$ cat config.mk
export PLATFORM = sky130hd
export DESIGN_NAME = sbus_arbiter
export DESIGN_NICKNAME = d
export VERILOG_FILES = /design/src/rtl/sbus_arbiter_pkg.sv /design/src/rtl/sbus_arb_grant.sv /design/src/rtl/sbus_arbiter.sv
export SDC_FILE = /design/constraint.sdc
export NUM_CORES = 1
export LEC_CHECK = 0
export BUFFER_PORTS_ARGS = -buffer_cell sky130_fd_sc_hd__buf_2
export CAP_MARGIN = 10
export CELL_PAD_IN_SITES_DETAIL_PLACEMENT = 0
export CELL_PAD_IN_SITES_GLOBAL_PLACEMENT = 1
export CORE_AREA = 2 2 160 162
export DETAILED_ROUTE_END_ITERATION = 8
export DIE_AREA = 0 0 162 164
export GPL_TIMING_DRIVEN = 1
export HOLD_SLACK_MARGIN = 0.06
export PLACE_DENSITY_LB_ADDON = 0.12
export SETUP_SLACK_MARGIN = 0.2
export SLEW_MARGIN = 10
export SYNTH_ARGS = -nofsm -noshare
export SYNTH_HDL_FRONTEND = slang
export SYNTH_SLANG_ARGS = --single-unit
$ cat constraint.sdc
create_clock -name clk -period 2.1 [get_ports clk]
set_input_delay 0.42 -clock clk [delete_from_list [all_inputs] [get_ports clk]]
set_output_delay 0.42 -clock clk [all_outputs]
set_load 0.005 [all_outputs]
$ cat src/rtl/sbus_arbiter_pkg.sv
// ---------------------------------------------------------------------------
// sbus_arbiter_pkg
// Shared types and constants for the system-bus arbiter.
//   arb_state            : arbiter FSM state encoding
//   ARB_MAX_WAIT_DEFAULT : default number of lost arbitrations an instruction
//                          request may suffer before it is forced to win
// ---------------------------------------------------------------------------
package sbus_arbiter_pkg;

    typedef enum logic [1:0] {
        ARB_IDLE   = 2'd0,
        ARB_BUSY_I = 2'd1,
        ARB_BUSY_D = 2'd2
    } arb_state;

    localparam int ARB_MAX_WAIT_DEFAULT = 8;

endpackage

$ cat src/rtl/sbus_arb_grant.sv
// ---------------------------------------------------------------------------
// sbus_arb_grant
// Winner selection for the system-bus arbiter plus the instruction-side
// starvation counter.
//   clk, rst  : clock, synchronous active-high reset
//   idle      : arbiter is in IDLE and may grant this cycle
//   i_req     : instruction master request
//   d_req     : data master request
//   grant_i   : instruction side wins this cycle (combinational)
//   grant_d   : data side wins this cycle (combinational)
//   wait_cnt  : number of consecutive conflicts lost by the instruction side
// ---------------------------------------------------------------------------
module sbus_arb_grant
    import sbus_arbiter_pkg::*;
#(
    parameter int MAX_WAIT = ARB_MAX_WAIT_DEFAULT
) (
    input  logic       clk,
    input  logic       rst,
    input  logic       idle,
    input  logic       i_req,
    input  logic       d_req,
    output logic       grant_i,
    output logic       grant_d,
    output logic [7:0] wait_cnt
);

    logic starved;

    // Data wins by default; a starved instruction side overrides it.
    always_comb begin
        starved = (wait_cnt == 8'(MAX_WAIT));
        grant_d = idle && d_req && !(i_req && starved);
        grant_i = idle && i_req && !grant_d;
    end

    // Counts only conflicts the instruction side lost; since idle gates both
    // grants, nothing changes while a transaction is in flight.
    always_ff @(posedge clk) begin
        if (rst) begin
            wait_cnt <= 8'd0;
        end else if (grant_i) begin
            wait_cnt <= 8'd0;
        end else if (grant_d && i_req && (wait_cnt < 8'(MAX_WAIT))) begin
            wait_cnt <= wait_cnt + 8'd1;
        end
    end

endmodule

$ cat src/rtl/sbus_arbiter.sv
// ---------------------------------------------------------------------------
// sbus_arbiter
// Shares one memory port between the instruction and data masters, one whole
// transaction at a time. Data has priority; the instruction side is forced to
// win after MAX_WAIT lost conflicts.
//
// Optional feature macro: SBUS_ARB_STATS_EN
//   defined     : stat_* are 32-bit wrapping grant/conflict counters
//   not defined : stat_* are tied to 0
//
// Handshake: a master raises x_req with x_addr/x_we/x_wdata stable and holds
// them until the single-cycle x_ready pulse. Downstream, s_req and s_* are
// registered and held constant until the single-cycle s_ready pulse, which is
// passed straight through to the owning master as x_ready in the same cycle.
//
// Ports
//   clk, rst                         : clock, synchronous active-high reset
//   i_req/i_addr/i_we/i_wdata        : instruction master request
//   i_rdata/i_ready                  : instruction master response
//   d_req/d_addr/d_we/d_wdata        : data master request
//   d_rdata/d_ready                  : data master response
//   s_req/s_addr/s_we/s_wdata        : downstream request (registered)
//   s_rdata/s_ready                  : downstream response
//   stat_i_grant/stat_d_grant        : grant counters
//   stat_conflict                    : IDLE cycles with both requests set
//   dbg_state                        : current FSM state
//   dbg_wait_cnt                     : starvation counter
// ---------------------------------------------------------------------------
module sbus_arbiter
    import sbus_arbiter_pkg::*;
#(
    parameter int MAX_WAIT = ARB_MAX_WAIT_DEFAULT
) (
    input  logic        clk,
    input  logic        rst,
    input  logic        i_req,
    input  logic [31:0] i_addr,
    input  logic [3:0]  i_we,
    input  logic [31:0] i_wdata,
    output logic [31:0] i_rdata,
    output logic        i_ready,
    input  logic        d_req,
    input  logic [31:0] d_addr,
    input  logic [3:0]  d_we,
    input  logic [31:0] d_wdata,
    output logic [31:0] d_rdata,
    output logic        d_ready,
    output logic        s_req,
    output logic [31:0] s_addr,
    output logic [3:0]  s_we,
    output logic [31:0] s_wdata,
    input  logic [31:0] s_rdata,
    input  logic        s_ready,
    output logic [31:0] stat_i_grant,
    output logic [31:0] stat_d_grant,
    output logic [31:0] stat_conflict,
    output logic [1:0]  dbg_state,
    output logic [7:0]  dbg_wait_cnt
);

    arb_state state;
    logic     idle;
    logic     grant_i;
    logic     grant_d;

    assign idle = (state == ARB_IDLE);

    sbus_arb_grant #(
        .MAX_WAIT (MAX_WAIT)
    ) u_grant (
        .clk      (clk),
        .rst      (rst),
        .idle     (idle),
        .i_req    (i_req),
        .d_req    (d_req),
        .grant_i  (grant_i),
        .grant_d  (grant_d),
        .wait_cnt (dbg_wait_cnt)
    );

    always_ff @(posedge clk) begin
        if (rst) begin
            state   <= ARB_IDLE;
            s_req   <= 1'b0;
            s_addr  <= 32'd0;
            s_we    <= 4'd0;
            s_wdata <= 32'd0;
        end else begin
            case (state)
                ARB_IDLE: begin
                    if (grant_d) begin
                        state   <= ARB_BUSY_D;
                        s_req   <= 1'b1;
                        s_addr  <= d_addr;
                        s_we    <= d_we;
                        s_wdata <= d_wdata;
                    end else if (grant_i) begin
                        state   <= ARB_BUSY_I;
                        s_req   <= 1'b1;
                        s_addr  <= i_addr;
                        s_we    <= i_we;
                        s_wdata <= i_wdata;
                    end
                end
                ARB_BUSY_I, ARB_BUSY_D: begin
                    // Returning to IDLE here forces one idle cycle between
                    // back-to-back downstream transactions.
                    if (s_ready) begin
                        state <= ARB_IDLE;
                        s_req <= 1'b0;
                    end
                end
                default: begin
                    state <= ARB_IDLE;
                    s_req <= 1'b0;
                end
            endcase
        end
    end

    // Completion is steered by state, so s_ready seen in IDLE goes nowhere.
    always_comb begin
        i_ready = (state == ARB_BUSY_I) && s_ready;
        d_ready = (state == ARB_BUSY_D) && s_ready;
        i_rdata = (state == ARB_BUSY_I) ? s_rdata : 32'd0;
        d_rdata = (state == ARB_BUSY_D) ? s_rdata : 32'd0;
    end

    assign dbg_state = state;

`ifdef SBUS_ARB_STATS_EN
    always_ff @(posedge clk) begin
        if (rst) begin
            stat_i_grant  <= 32'd0;
            stat_d_grant  <= 32'd0;
            stat_conflict <= 32'd0;
        end else begin
            if (grant_i) stat_i_grant <= stat_i_grant + 32'd1;
            if (grant_d) stat_d_grant <= stat_d_grant + 32'd1;
            if (idle && i_req && d_req) stat_conflict <= stat_conflict + 32'd1;
        end
    end
`else
    assign stat_i_grant  = 32'd0;
    assign stat_d_grant  = 32'd0;
    assign stat_conflict = 32'd0;
`endif

endmodule

==> reports/results.txt, run 1 <==
status - finished clean
Post-synth EDFFs - 0
mapped cell area - 0.00463 sq mm
final slew viol count - 0
CP Launch Point - u_grant.wait_cnt[7]$_SDFFE_PP0P_
reg2reg end - s_addr[9]$_SDFFE_PP0P_
HP Class - input pin to flip-flop
Crit Path Max Fanout - 12
share of cells above drive strength 1 - 0.441
Fin. Hold Viols - 0
1st-iter DRT viols - 237
WL final - 20500 um
Worst path slowest cell - or4_4
H-tree levels - 3
CTS tree - done
Core ar. - 0.0248 sq mm
die area - 0.0266 sq mm
clock tree root buffer cell - clkbuf_16
drt drc - 0
Port Buffers - 317
Starting Density - 0.187
TritonCTS Buffers - 9
CP required - 2360 ps
asr flop ratio synth - 0
insertion delay to the later sink of the worst-skew pair - 350 ps
initial antenna violation count - 1
Mapped Cells - 604
Seq/Total Area, Yosys - 0.342
CP Capture Type - flip-flop
Ports - 414
Routed Antenna Nets - 0
final hold slack - 327 ps
pwr dens - 791 mW/mm^2
synthesized flop and latch total - 79
number of buffers on the longest clock path - 2
nets - 1099
post-synth cell types - 34
Peak VDD IR - 351 uV
Overflow after GRT - 0
Fillers - 2806
Final GP Congestion - 0.723
leakage power - 0.00368 uW
Vias/cell - 3.95
Final period util - 0.896
vias in the first global route - 4443
Rows - 58
reg2reg start - u_grant.wait_cnt[7]$_SDFFE_PP0P_
Final setup viols - 0
Max stage delay on crit path - 570 ps
Setup crit start kind - flip-flop
HPWL Detailed - 14300 um
Total Routing Usage GR - 0.132
R2R depth - 6
r2r setup slk - 220 ps
drt wl/cell - 16.3 um
WP data arrival - 2140 ps
RSZ-0062 raised after global routing - yes
drt first pass iters - 4
pin count of the biggest net entering global routing - 54
yosys warns - 0
min cycle time layout - 1880 ps
Die Y - 164 um
max-cap viol count - 0
Fin Clk Skew - 8.16 ps
CP Cell Sequence - or4_4 -> o211ai_4 -> buf_12 -> buf_8 -> nand2_1 -> a311oi_1
mean post-synth cell area - 7.66 sq um
fmax - 531 MHz
CTS sink cnt - 79
Setup crit end - s_addr[9]$_SDFFE_PP0P_
Layout area overhead - 53.7%
Clock transition at path regs - 70 ps
setup total negative slack - 0 ps
Die W - 162 um
main flop type after synthesis - dfxtp_1
global-route wire length before repair - 26900 um
crit path kind - flip-flop to flip-flop
vias - 4966
[flip-flops by register name, summed over array words and instances (netlist names)]
signal and cells:
dbg_state 2, s_addr 32, s_req 1, s_wdata 32, s_we 4, u_grant.wait_cnt 8
[report_power, final]
| part | total, uW | internal, uW | switching, uW |
|---|---|---|---|
| logic | 2110 | 983 | 1130 |
| clock network | 1640 | 929 | 713 |
| registers | 1870 | 1750 | 124 |
| total | 5630 | 3660 | 1970 |
[metal layers]
layer  GRT usage  part of all wire  up-vias
met3      0.0399             0.074       16
met5           0                 0        -
met4      0.0354             0.013        0
met1       0.166              0.44     2257
li1            -                 -     2468
met2       0.219              0.47      225
[synth_stat cells, types with 2 or more instances]
master	instances	area, sq um
a311oi_1	60	526
inv_1	5	18.8
buf_2	8	40.0
o21ai_0	2	10.0
clkbuf_1	32	120
nand2_1	136	510
and2_1	71	444
a311oi_2	8	120
buf_4	97	728
dfxtp_1	79	1580
a21oi_1	4	20.0
ha_1	5	62.6
nor2_1	76	285
[cell type report]
type / count / area [sq um] / share of cell area
Multi-Input combinational cell: 476 / 2650 / 0.373
Inverter: 5 / 18.8 / 0.00264
Clock buffer: 10 / 229 / 0.0322
Antenna cell: 2 / 5.00 / 0.000703
Timing Repair Buffer: 350 / 2130 / 0.300
Tap cell: 330 / 413 / 0.0580
Sequential cell: 79 / 1590 / 0.224
Clock inverter: 6 / 70.1 / 0.00985
[worst max-delay path, delay by kind of cell (launching register included)]
family	cells	cell delay [ps]
compound gates	2	440
buf+inv	2	360
flops	1	330
simple gates	2	640
[cell families after synthesis]
kind of cell	share of synthesized area
simple gates	0.282
buf+inv	0.199
compound gates	0.159
flops	0.342
fa+ha+maj	0.0135
xor+xnor	0.00378
other cells	0.000810
[per-stage QoR]
step,worst slack (ps),power [uW],util,instances,area [sq um]
4_1_cts,187,5410,0.267,1242,6640
2_1_floorplan,268,2950,-,699,4990
3_5_place_dp,201,3710,0.255,1226,6330
6_report,218,5630,0.287,1258,7110
5_1_grt,147,6010,0.286,1256,7110
3_3_place_gp,221,3740,0.255,1226,6330
[how the worst min path moves through the flow]
stage / startpoint / cells after the start / endpoint / slack (ps)
finish: i_addr[14] / 3 / s_addr[14]$_SDFFE_PP0P_ / 330
global route: i_addr[7] / 3 / s_addr[7]$_SDFFE_PP0P_ / 320
CTS: i_addr[12] / 3 / s_addr[12]$_SDFFE_PP0P_ / 310
detailed placement: s_addr[8]$_SDFFE_PP0P_ / 2 / s_addr[8]$_SDFFE_PP0P_ / 490
global placement: s_addr[17]$_SDFFE_PP0P_ / 2 / s_addr[17]$_SDFFE_PP0P_ / 490
floorplan: s_addr[0]$_SDFFE_PP0P_ / 2 / s_addr[0]$_SDFFE_PP0P_ / 490
[cell usage in the layout (no fill, tap or decap), types with 3 or more instances in the layout]
cell / instances
dfxtp_1: 75
buf_4: 9
a21oi_1: 4
buf_2: 317
a311oi_2: 23
clkinvlp_4: 3
buf_12: 11
clkbuf_16: 17
nand2_2: 3
and2_1: 71
nand2_4: 4
buf_6: 4
inv_1: 4
conb_1: 96
nor2_1: 76
a311oi_1: 45
nand2_1: 129
[what timing repair did]
item                       4_1_cts  5_1_grt
hold buffers                     0        0
setup endpoints to repair       71      134
resized for setup                5       45
pin swaps                        0        9
setup buffers                    0        3
gates cloned                     0       11
No activity file was read; power rests on OpenSTA's default activity.
==> run 2: changes to the inputs <==
Settings changed: ABC_AREA set to 1, CORE_AREA 2 2 160 162 to 2 2 163 165, DIE_AREA 0 0 162 164 to 0 0 165 167.
==> run 2 against run 1 <==
Critical path depth unchanged. Die area rose by 3.7%. Register-to-register slack better by 170 ps. Via count up 18%. Worst setup slack better by 37 ps. Wire length shrank 2.0%. Critical path type is now flip-flop to primary output.
==> reports/results.txt, run 2 <==
synthesized flop and latch total - 79 (unchanged)
asr flop ratio synth - 0 (unchanged)
Synth Area in Compound Gates - 0.0690 (was 0.159)
Clock transition at path regs - 60 ps (was 70 ps)
Post-synth EDFFs - 0 (unchanged)
TritonCTS Buffers - 9 (unchanged)
Die W - 165 um (was 162 um)
mean post-synth cell area - 6.10 sq um (was 7.66 sq um)
R2R depth - 9 (was 6)
global-route wire length before repair - 29100 um (was 26900 um)
final slew viol count - 0 (unchanged)
CP Capture Type - primary output (was flip-flop)
final hold slack - 278 ps (was 327 ps)
Overflow after GRT - 0 (unchanged)
largest family of logic cells by synthesized area - buffers and inverters (was simple AND/OR/NAND/NOR gates)
CP Cell Sequence - inv_2 -> ha_4 -> bufbuf_16 -> nand2_1 -> inv_1 -> buf_2 (was or4_4 -> o211ai_4 -> buf_12 -> buf_8 -> nand2_1 -> a311oi_1)
CP required - 1680 ps (was 2360 ps)
crit path kind - flip-flop to primary output (was flip-flop to flip-flop)
most frequent cells in the layout - buf_2, nand2_1, inv_1 (was buf_2, nand2_1, conb_1)
setup slack at placement - 289 ps (was 201 ps)
Fin. Hold Viols - 0 (unchanged)
final worst slack - 256 ps (was 218 ps)
pwr dens - 691 mW/mm^2 (was 791 mW/mm^2)
Fin Clk Skew - 8.68 ps (was 8.16 ps)
max-cap viol count - 0 (unchanged)
setup total negative slack - 0 ps (unchanged)
Setup crit start kind - flip-flop (unchanged)
Routed Antenna Nets - 0 (unchanged)
share of cells above drive strength 1 - 0.298 (was 0.441)
Seq/Total Area, Yosys - 0.287 (was 0.342)
most frequent cells after synthesis - nand2_1, inv_1, nand3_1 (was nand2_1, buf_4, dfxtp_1)
mapped cell area - 0.00551 sq mm (was 0.00463 sq mm)
hold path startpoint - rst (was i_addr[14])
Final setup viols - 0 (unchanged)
drt first pass iters - 4 (unchanged)
Starting Density - 0.214 (was 0.187)
Synth top area share - 0.287 (was 0.342)
Core ar. - 0.0258 sq mm (was 0.0248 sq mm)
post-synth cell types - 20 (was 34)
H-tree levels - 3 (unchanged)
Post-Synth XOR/XNOR Area - 0.00159 (was 0.00378)
reg2reg start - dbg_state[0]$_SDFFE_PP0P_ (was u_grant.wait_cnt[7]$_SDFFE_PP0P_)
cell area after layout - 0.00739 sq mm (was 0.00711 sq mm)
Layout area overhead - 34.1% (was 53.7%)
Final GP Congestion - 0.735 (was 0.723)
hold endpoint - dbg_state[1]$_SDFFE_PP0P_ (was s_addr[14]$_SDFFE_PP0P_)
post-synthesis simple-gate area fraction - 0.292 (was 0.282)
pin count of the biggest net entering global routing - 55 (was 54)
Ports - 414 (unchanged)
area share of fa/ha/maj cells after synthesis - 0.0114 (was 0.0135)
CTS tree - done (unchanged)
Final period util - 0.878 (was 0.896)
Worst path slowest cell - dfxtp_2 (was or4_4)
HP Class - input pin to flip-flop (unchanged)
initial antenna violation count - 3 (was 1)
Total Routing Usage GR - 0.137 (was 0.132)
CTS sink cnt - 79 (unchanged)
WP data arrival - 1420 ps (was 2140 ps)
DP Area - 0.00702 sq mm (was 0.00633 sq mm)
Crit Path Max Fanout - 16 (was 12)
Max stage delay on crit path - 360 ps (was 570 ps)
most common cell after layout, fill and taps aside - buf_2 (unchanged)
Vias/cell - 3.81 (was 3.95)
Port Buffers - 317 (unchanged)
min cycle time layout - 1840 ps (was 1880 ps)
HPWL Detailed - 14900 um (was 14300 um)
die area - 0.0276 sq mm (was 0.0266 sq mm)
Peak VDD IR - 306 uV (was 351 uV)
WL final - 20100 um (was 20500 um)
1st-iter DRT viols - 272 (was 237)
# hold bufs at CTS - 0 (unchanged)
count leader, synth - nand2_1 (unchanged)
vias in the first global route - 5267 (was 4443)
number of buffers on the longest clock path - 2 (unchanged)
reg2reg end - u_grant.wait_cnt[3]$_SDFFE_PP0P_ (was s_addr[9]$_SDFFE_PP0P_)
leakage power - 0.00518 uW (was 0.00368 uW)
status - finished clean (unchanged)
Die Y - 167 um (was 164 um)
Hold Crit Depth - 2 (was 3)
fmax - 542 MHz (was 531 MHz)
post-synthesis mux area share - 0 (unchanged)
RSZ-0062 raised after global routing - yes (unchanged)
insertion delay to the later sink of the worst-skew pair - 340 ps (was 350 ps)
nets - 1370 (was 1099)
leading area contributor after synthesis - dfxtp_1 (unchanged)
drt wl/cell - 13.1 um (was 16.3 um)
largest registers - s_addr x32, s_wdata x32, u_grant.wait_cnt x8 (unchanged)
vias - 5847 (was 4966)
clock tree root buffer cell - clkbuf_16 (unchanged)
drt drc - 0 (unchanged)
yosys warns - 0 (unchanged)
Area contributors post-synth - dfxtp_1, nand2_1, inv_1 (was dfxtp_1, buf_4, a311oi_1)
r2r setup slk - 390 ps (was 220 ps)
Rows - 59 (was 58)
Mapped Cells - 904 (was 604)
main flop type after synthesis - dfxtp_1 (unchanged)
run 2: cell count changes after synthesis, moves of 11 or more:
cell / before / now
and2_1: 71 / 0
nand3_1: 1 / 138
clkbuf_1: 32 / 21
o21ai_0: 2 / 69
nand2_1: 136 / 217
inv_1: 5 / 216
nor2_1: 76 / 10
buf_6: 1 / 12
a311oi_1: 60 / 0
run 2: kinds of logic after synthesis:
kind of cell,after synthesis
flip-flops,79
AO/OA/AOI/OAI,76
XOR/XNOR,1
adder cells (fa/ha/maj),5
other,1
buffers and inverters,366
AND/OR/NAND/NOR,376
run 2: where the power goes:
| part | total, uW | internal (uW) | leakage [uW] | switching [uW] |
|---|---|---|---|---|
| registers | 1810 | 1710 | 0.000656 | 97.9 |
| logic | 1690 | 704 | 0.00438 | 987 |
| clock network | 1610 | 948 | 0.000145 | 660 |
| total | 5110 | 3360 | 0.00518 | 1750 |
run 2: worst max-delay path by stage:
stage / startpoint / to / slack (ps)
3_5_place_dp: dbg_state[0]$_SDFFE_PP0P_ / s_wdata[13]$_SDFFE_PP0P_ / 290
3_3_place_gp: dbg_state[0]$_SDFFE_PP0P_ / s_wdata[13]$_SDFFE_PP0P_ / 320
4_1_cts: dbg_state[0]$_SDFFE_PP0P_ / d_rdata[21] / 190
2_1_floorplan: dbg_state[0]$_SDFFE_PP0P_ / d_rdata[10] / 570
6_report: dbg_state[0]$_SDFFE_PP0P_ / d_rdata[21] / 260
5_1_grt: dbg_state[0]$_SDFFE_PP0P_ / d_rdata[15] / 160
run 2: metrics by stage:
step            util  power [uW]  instances
5_1_grt        0.287        5530       1532
3_5_place_dp   0.273        3540       1515
3_3_place_gp   0.273        3560       1515
6_report       0.287        5110       1533
4_1_cts        0.286        5240       1531
2_1_floorplan      -        2890        999
run 2: final cells by class:
cell class / count / area, sq um
Multi-Input combinational cell: 554 / 2440
Inverter: 218 / 821
Sequential cell: 79 / 1590
Clock buffer: 10 / 239
Clock inverter: 5 / 56.3
Antenna cell: 2 / 5.00
Timing Repair Buffer: 330 / 1820
Tap cell: 335 / 419
Fill cell: 3030 / 18400
run 2: repair_timing:
item / 4_1_cts / 5_1_grt
setup endpoints to repair: 4 / 111
endpoints found under the hold margin: 0 / 0
resized for setup: 4 / 6
pin swaps: 0 / 0
gates cloned: 1 / 0
setup buffers: 0 / 0
run 2: routing by layer:
layer	vias up	GRT usage	share of wire
met2	223	0.254	0.51
li1	3073	-	-
met3	12	0.0438	0.091
met5	-	0	0.00065
met1	2537	0.149	0.38
met4	2	0.0333	0.0097
run 2: worst max-delay path: cells and delay by family, from the launching register on:
| family | cells | cell delay, ps |
|---|---|---|
| buffers and inverters | 4 | 480 |
| AND/OR/NAND/NOR | 1 | 60 |
| flip-flops | 1 | 360 |
| adder cells (fa/ha/maj) | 1 | 180 |
==> run 3: changes to the inputs <==
Settings changed: GPL_TIMING_DRIVEN 1 to 0.
==> run 3 against run 2 <==
Via count grew 6.9%. Fmax is 0.82% lower. Worst setup slack worse by 15 ps. Die area unchanged. Sequential share of layout area decreased by 2.7 points. First-iteration DRC count did not move. Combinational power increased by 15%. Critical path type unchanged. Register-to-register slack lost 70 ps. Highest routed layer unchanged.
==> reports/results.txt, run 3 (synthesized netlist as in run 2, its figures left out) <==
Crit Path Max Fanout - 9 (was 16)
critical path depth in cells - 7 (was 6)
HPWL Detailed - 17700 um (was 14900 um)
Fin. Hold Viols - 0 (unchanged)
Final setup viols - 0 (unchanged)
Clock transition at path regs - 60 ps (about the same)
vias - 6253 (was 5847)
Die Y - 167 um (unchanged)
Vias/cell - 3.72 (was 3.81)
final slew viol count - 0 (unchanged)
final design utilization - 0.329 (was 0.287)
R2R depth - 9 (unchanged)
initial antenna violation count - 7 (was 3)
CP Capture Type - primary output (unchanged)
most common cell after layout, fill and taps aside - buf_2 (unchanged)
CP Cell Sequence - inv_2 -> ha_2 -> buf_8 -> clkbuf_16 -> nand2_1 -> inv_1 -> buf_2 (was inv_2 -> ha_4 -> bufbuf_16 -> nand2_1 -> inv_1 -> buf_2)
setup total negative slack - 0 ps (unchanged)
WP data arrival - 1440 ps (was 1420 ps)
global-route wire length before repair - 31700 um (was 29100 um)
# hold bufs at CTS - 0 (unchanged)
Port Buffers - 317 (unchanged)
1st-iter DRT viols - 272 (unchanged)
CTS tree - done (unchanged)
CP Launch Point - dbg_state[0]$_SDFFE_PP0P_ (unchanged)
die area - 0.0276 sq mm (unchanged)
Die W - 165 um (unchanged)
pin count of the biggest net entering global routing - 16 (was 55)
Hold Crit Depth - 2 (unchanged)
RSZ-0062 raised after global routing - yes (unchanged)
most frequent cells in the layout - buf_2, nand2_1, inv_1 (unchanged)
Setup crit start kind - flip-flop (unchanged)
CP bufs+invs - 5 (was 4)
hold path startpoint - rst (unchanged)
drt wl/cell - 13.1 um (about the same)
Worst path slowest cell - dfxtp_2 (unchanged)
hold endpoint - dbg_state[1]$_SDFFE_PP0P_ (unchanged)
nets - 1515 (was 1370)
drt drc - 0 (unchanged)
final hold slack - 262 ps (was 278 ps)
fmax - 538 MHz (was 542 MHz)
max-cap viol count - 0 (unchanged)
Final period util - 0.886 (was 0.878)
insertion delay to the later sink of the worst-skew pair - 350 ps (was 340 ps)
worst slew pin tran - 517 ps
min cycle time layout - 1860 ps (was 1840 ps)
Core ar. - 0.0258 sq mm (unchanged)
reg2reg end - u_grant.wait_cnt[3]$_SDFFE_PP0P_ (unchanged)
status - finished clean (unchanged)
clock tree root buffer cell - clkbuf_16 (unchanged)
Fin Clk Skew - 12.9 ps (was 8.68 ps)
Layout area overhead - 53.7% (was 34.1%)
Total Routing Usage GR - 0.152 (was 0.137)
HP Class - input pin to flip-flop (unchanged)
WL final - 22000 um (was 20100 um)
Peak VDD IR - 307 uV (was 306 uV)
crit path kind - flip-flop to primary output (unchanged)
reg2reg start - dbg_state[0]$_SDFFE_PP0P_ (unchanged)
leakage power - 0.00592 uW (was 0.00518 uW)
vias in the first global route - 5616 (was 5267)
Rows - 59 (unchanged)
Slew HR - 0.655
drt first pass iters - 4 (unchanged)
DP Area - 0.00787 sq mm (was 0.00702 sq mm)
Overflow after GRT - 0 (unchanged)
largest registers - s_addr x32, s_wdata x32, u_grant.wait_cnt x8 (unchanged)
H-tree levels - 3 (unchanged)
Ports - 414 (unchanged)
Max stage delay on crit path - 350 ps (was 360 ps)
TritonCTS Buffers - 9 (unchanged)
CTS sink cnt - 79 (unchanged)
number of buffers on the longest clock path - 2 (unchanged)
share of cells above drive strength 1 - 0.370 (was 0.298)
Starting Density - 0.214 (unchanged)
cell area after layout - 0.00847 sq mm (was 0.00739 sq mm)
CP required - 1680 ps (about the same)
pwr dens - 652 mW/mm^2 (was 691 mW/mm^2)
r2r setup slk - 320 ps (was 390 ps)
family with the most delay on the worst path - buffers and inverters (unchanged)
Final GP Congestion - 0.719 (was 0.735)
Routed Antenna Nets - 0 (unchanged)
[run 3: layer usage]
layer,routed length (um),vias to the layer above,track usage
met5,27,-,0
met4,359,4,0.0526
met3,2010,22,0.0483
met2,10900,237,0.271
met1,8740,2624,0.167
li1,-,3366,-
[run 3: worst max path at each step]
stage | endpoint | slack, ps
after floorplan | d_rdata[10] | 570
after global placement | s_wdata[27]$_SDFFE_PP0P_ | 180
after detailed placement | s_wdata[4]$_SDFFE_PP0P_ | 160
after CTS | d_rdata[2] | 200
after global routing | u_grant.wait_cnt[1]$_SDFFE_PP0P_ | 160
final | d_rdata[11] | 240
[run 3: through the flow]
stage | instances | power [uW] | setup WS (ps)
after floorplan | 999 | 2890 | 566
after global placement | 1651 | 3700 | 184
after detailed placement | 1651 | 3690 | 159
after CTS | 1672 | 5590 | 197
after global routing | 1680 | 5970 | 160
final | 1683 | 5520 | 240
[run 3: area by class of cell]
type	instances	area, sq um
diodes	6	15.0
plain buffers	148	1190
multi-input cells	554	2430
repair buffers	327	1680
fillers	2967	17300
clock inverters	7	104
clock buffers	9	225
well taps	335	419
flip-flops and latches	79	1590
inverters	218	818
[run 3: power breakdown]
part	total, uW	leakage [uW]	switching, uW	internal (uW)
Sequential	1800	0.000656	92.5	1710
Clock	1780	0.000154	718	1060
Combinational	1950	0.00511	1060	889
[run 3: timing repair]
action	CTS	global route
buffers inserted	3	3
gates cloned	2	2
setup endpoints to repair	104	125
gates resized for setup	35	30
